===== config.mk =====
export PLATFORM = sky130hd
export DESIGN_NAME = serial_tx_fsm
export DESIGN_NICKNAME = d
export VERILOG_FILES = /design/src/rtl/serial_tx_fsm.sv
export SDC_FILE = /design/constraint.sdc
export NUM_CORES = 1
export LEC_CHECK = 0
export CAP_MARGIN = 15
export CORE_ASPECT_RATIO = 0.75
export CORE_MARGIN = 4
export CORE_UTILIZATION = 45
export DETAILED_ROUTE_END_ITERATION = 10
export PLACE_DENSITY = 0.69
export SLEW_MARGIN = 20
export SYNTH_ARGS = -nofsm -noshare
export SYNTH_HDL_FRONTEND = slang
export SYNTH_SLANG_ARGS = --single-unit
export TNS_END_PERCENT = 50

===== constraint.sdc =====
create_clock -name clk -period 1.6 [get_ports clk]
set_input_delay 0.16 -clock clk [delete_from_list [all_inputs] [get_ports clk]]
set_output_delay 0.16 -clock clk [all_outputs]
set_load 0.005 [all_outputs]

===== src/rtl/serial_tx_fsm.sv =====
// serial_tx_fsm: Moore FSM frame transmitter (start, LSB-first data, stop).
// Define SERIAL_TX_PARITY_EN to add an even-parity bit before stop.
module serial_tx_fsm #(
  parameter int DATA_W     = 8,
  parameter int BIT_CYCLES = 4
) (
  input  logic              clk,
  input  logic              reset,
  input  logic [DATA_W-1:0] data_in,
  input  logic              valid_in,
  output logic              ready_out,
  output logic              tx_out,
  output logic              busy
);

  localparam int BIT_W = (DATA_W > 1) ? $clog2(DATA_W) : 1;
  localparam int CYC_W = (BIT_CYCLES > 1) ? $clog2(BIT_CYCLES) : 1;
  localparam logic [BIT_W-1:0] BIT_LAST = BIT_W'(DATA_W - 1);
  localparam logic [CYC_W-1:0] CYC_LAST = CYC_W'(BIT_CYCLES - 1);

`ifdef SERIAL_TX_PARITY_EN
  typedef enum logic [2:0] {
    S_IDLE   = 3'd0,
    S_START  = 3'd1,
    S_DATA   = 3'd2,
    S_PARITY = 3'd3,
    S_STOP   = 3'd4
  } state_t;
`else
  typedef enum logic [2:0] {
    S_IDLE  = 3'd0,
    S_START = 3'd1,
    S_DATA  = 3'd2,
    S_STOP  = 3'd4
  } state_t;
`endif

  state_t            r_state;
  state_t            w_next;
  logic [DATA_W-1:0] r_shift;
  logic [BIT_W-1:0]  r_bit;
  logic [CYC_W-1:0]  r_cyc;
`ifdef SERIAL_TX_PARITY_EN
  logic              r_par;
`endif
  logic              w_tx;
  logic              w_ready;
  logic              w_accept;
  logic              w_bit_end;

  assign w_accept  = (r_state == S_IDLE) && valid_in;
  assign w_bit_end = (r_cyc == CYC_LAST);

  // State register; reset aborts any frame in flight.
  always_ff @(posedge clk or posedge reset) begin
    if (reset) begin
      r_state <= S_IDLE;
    end else begin
      r_state <= w_next;
    end
  end

  // Next state plus Moore outputs decoded from state and registers.
  always_comb begin
    w_next  = S_IDLE;
    w_tx    = 1'b1;
    w_ready = 1'b0;
    unique case (r_state)
      S_IDLE: begin
        w_ready = 1'b1;
        w_next  = valid_in ? S_START : S_IDLE;
      end
      S_START: begin
        w_tx   = 1'b0;
        w_next = w_bit_end ? S_DATA : S_START;
      end
      S_DATA: begin
        w_tx   = r_shift[0];
        w_next = S_DATA;
        if (w_bit_end && (r_bit == BIT_LAST)) begin
`ifdef SERIAL_TX_PARITY_EN
          w_next = S_PARITY;
`else
          w_next = S_STOP;
`endif
        end
      end
`ifdef SERIAL_TX_PARITY_EN
      S_PARITY: begin
        w_tx   = r_par;
        w_next = w_bit_end ? S_STOP : S_PARITY;
      end
`endif
      S_STOP: begin
        w_tx   = 1'b1;
        w_next = w_bit_end ? S_IDLE : S_STOP;
      end
      default: begin
        w_tx    = 1'b1;
        w_ready = 1'b1;
        w_next  = S_IDLE;
      end
    endcase
  end

  // Datapath: load word on acceptance, pace bits, shift out data.
  always_ff @(posedge clk or posedge reset) begin
    if (reset) begin
      r_shift <= '0;
      r_bit   <= '0;
      r_cyc   <= '0;
`ifdef SERIAL_TX_PARITY_EN
      r_par   <= 1'b0;
`endif
    end else if (w_accept) begin
      r_shift <= data_in;
      r_bit   <= '0;
      r_cyc   <= '0;
`ifdef SERIAL_TX_PARITY_EN
      r_par   <= ^data_in;
`endif
    end else if (!w_ready) begin
      r_cyc <= w_bit_end ? '0 : r_cyc + 1'b1;
      if ((r_state == S_DATA) && w_bit_end) begin
        r_shift <= r_shift >> 1;
        r_bit   <= r_bit + 1'b1;
      end
    end
  end

  assign tx_out    = w_tx;
  assign ready_out = w_ready;
  assign busy      = !w_ready;

endmodule


==> metrics.md <==
| Metric | Value |
|---|---|
| Skew final | `approximately 0.0028 ns` |
| Met1 Use GR | `~18%` |
| Launch point of the worst path | `r_state[1]` |
| GR Overflow Total | `0` |
| Worst EP arrival | `1.69 ns` |
| Synthesized net count | `96` |
| Slowest CP cell | `dfrtp_2` |
| LEAKAGE | `~0.46 nW` |
| Avg Synthesized Cell Area | `10.4 um^2` |
| Yosys top cell by area | `dfrtp_1` |
| Max_cap viols | `0` |
| Post-synth EDFFs | `0` |
| Most frequent cell after synthesis | `dfrtp_1` |
| Max FO, Critical Path | `20` |
| Synth Flop Type | `dfrtp_1` |
| Top cells by area, synth | `dfrtp_1 (47%), mux2i_1 (12%), nand2_1 (4.9%)` |
| Routability cong. | `around 0.76` |
| Vias per std cell | `around 5.3` |
| YS warnings | `0` |
| Routed vias | `between 600 and 700` |
| Core ar. | `~1800 um^2` |
| Worst relative slew slack | `between 50% and 60%` |
| Detailed-router iteration count before antenna repair | `4` |
| H-tree depth | `1` |
| Hpwl dp | `around 1100 um` |
| Fillers | `151` |
| VDD IR-drop max | `between 900 and 1000 uV` |
| Clk slew on worst S/H paths | `0.09 ns` |
| RSZ-0062 raised after global routing | `no` |
| Final ANT Viol Nets | `0` |
| Ant diodes | `0` |
| Largest net degree at the start of global routing | `21` |
| GRT busiest layer | `met2` |
| R2R Path Start | `r_state[1]` |
| DRT iter0 DRCs | `10` |
| Hold crit path type | `in2async` |
| CTS tree | `yes` |
| Tmin final | `1.51 ns` |
| Post-synthesis sequential area ratio | `47.1%` |
| Cts bufs inserted | `3` |
| Avg WL per Cell | `between 10 and 15 um` |
| Met3 usage | `under 10%` |
| Crit end category | `flip-flop` |
| IO Pins | `14` |
| Asr flop ratio synth | `100%` |
| Row count | `13` |
| Global Route Usage Sum | `roughly 14%` |
| Initial Utilization | `48.4%` |
| CP top delay family | `flip-flops` |
| Number of global-route vias before repair | `625` |
| Synth Register Bits | `16` |
| Worst slew pin tran | `0.605 ns` |
| Pwr dens | `~1600 nW/um^2` |
| Distinct cells, synth | `28` |
| Number of setup violations in the final report | `0` |
| DR DRC count | `0` |
| CP required | `1.77 ns` |
| Met2 Use GR | `20.9%` |
| Final instance area | `around 1100 um^2` |
| Crit start category | `flip-flop` |
| Setup ws final | `~0.087 ns` |
| Max stage delay on crit path | `between 0.4 and 0.5 ns` |
| Post-Route WL | `1570 um` |
| Utilization after layout | `62.0%` |
| Maximum clock path buffer count | `2` |
| Pins Over Slew Limit | `0` |
| Layout cells sized above 1 | `23.0%` |
| Initial antenna violation count | `0` |
| Port-buffer cells | `13` |
| Area Growth Syn to Fin | `28.3%` |
| Post-place setup slack | `0.0125 ns` |
| Synthesized instance count | `82` |
| Post-synth top area share | `47.1%` |
| Vert. Die Dim | `45.6 um` |
| Fin. Hold Viols | `0` |
| Outcome | `finished, final reports clean` |
| Root Buffer | `clkbuf_4` |
| Fmax | `661 MHz` |
| CP Cell Sequence | `buf_4, nor4b_2, buf_4, nor2_1, a22o_1` |
| Die area | `~2700 um^2` |
| Most frequent CP cell | `buf_4` |
| Synth top cells by count | `dfrtp_1 (16), nand2_1 (11), mux2i_1 (10), o21ai_0 (8), nor2_1 (5)` |
| First-pass GRT wire length | `2700 um` |
| WS Path Type | `reg2reg` |
| DP Area | `1020 um^2` |
| CP bufs+invs | `2` |
| Worst-skew pair later-pin latency | `0.28 ns` |
| Net count, final | `115` |
| Die Wd | `58.2 um` |
| Fin crit share | `94.5%` |
| Sink Count | `16` |
| Cell Area, Synth | `850 um^2` |
==> cell type report <==
type	instances	area (um^2)	share of cell area [%]
sequential	16	404	37.1
multi-input combinational	57	415	38.1
clock buffer	4	36.3	3.33
tap	22	27.5	2.53
timing repair buffer	20	195	17.9
inverter	3	11.3	1.03
==> per-layer routing <==
metal	part of all wire (%)	routed length [um]	vias up
met5	0	0	-
met4	0.64	10	0
met3	5.6	88	4
met2	46	721	15
met1	48	752	301
li1	-	-	321
==> path summary, 6_finish.rpt <==
check | endpoint | slack [ns] | depth (start not counted)
setup / recovery | r_shift[7] | 0.09 | 5
hold / removal | r_bit[1] | 0.24 | 2
setup reg to reg | r_shift[7] | 0.09 | 5
hold reg to reg | r_cyc[1] | 0.53 | 1
max in group asynchronous | r_state[0] | 0.93 | 2
min in group clk | r_shift[5] | 0.43 | 3
==> per-stage QoR <==
| stage | total power [mW] | hold slack, ns | TNS, ns | instances |
|---|---|---|---|---|
| after floorplan | 1.18 | 0.0737 | 0 | 82 |
| after global placement | 1.44 | 0.491 | 0 | 117 |
| after detailed placement | 1.45 | 0.498 | 0 | 117 |
| after CTS | 1.69 | 0.242 | -0.198 | 121 |
| after global routing | 1.86 | 0.271 | 0 | 122 |
| final | 1.72 | 0.239 | 0 | 122 |
==> report_power, final <==
group          internal [mW]  switching [mW]
combinational          0.398           0.365
sequential             0.572           0.122
clock                  0.138           0.120
total                   1.11           0.608
==> logic make-up after synthesis <==
group                      count (synthesis)  share of synthesized area, %
and+or+nand+nor                           26                          16.6
muxes                                     10                          11.8
DFF                                       16                          47.1
xor gates and xnor gates                   2                          2.06
adders and majority gates                  3                          4.42
buffers and inverters                      9                          6.48
AOI/OAI and AO/OA                         16                          11.5
==> cell usage in the layout (no fill, tap or decap), drive strengths merged <==
cell,synthesis,final
o21ai,9,9
nand2b,1,1
nand4b,1,1
o211ai,1,1
xnor2,1,1
nand2,11,11
dlymetal6s2s,0,1
inv,3,3
clkdlybuf4s50,0,10
o21bai,1,1
nor2b,1,1
clkbuf,0,5
nor3b,1,1
or4,1,1
nand3,1,1
nor4b,1,1
a22o,2,2
dfrtp,16,16
xor2,1,1
ha,3,3
nor3,1,1
and4bb,1,1
dlygate4sd2,0,1
o22ai,1,1
nand3b,1,1
buf,6,7
a21oi,2,2
mux2i,10,10
nor2,5,5
==> state kept, by name, summed over array words and instances (netlist names) <==
register	flops
r_shift	8
r_bit	3
r_cyc	2
r_state	3
==> what timing repair did <==
item / CTS / global route
gates resized for setup: 3 / 12
buffers inserted: 0 / 1
hold buffers: 0 / 0
gates cloned: 0 / 0
endpoints found under the setup margin: 3 / 3
pin swaps: 0 / 1
==> worst reg2reg max path, delay by kind of cell, from the launching register on <==
family / cells / cell delay (ns)
flops: 1 / 0.45
simple gates: 2 / 0.34
buf+inv: 2 / 0.44
compound gates: 1 / 0.17
Note: power is estimated with default switching activity, not from simulation.
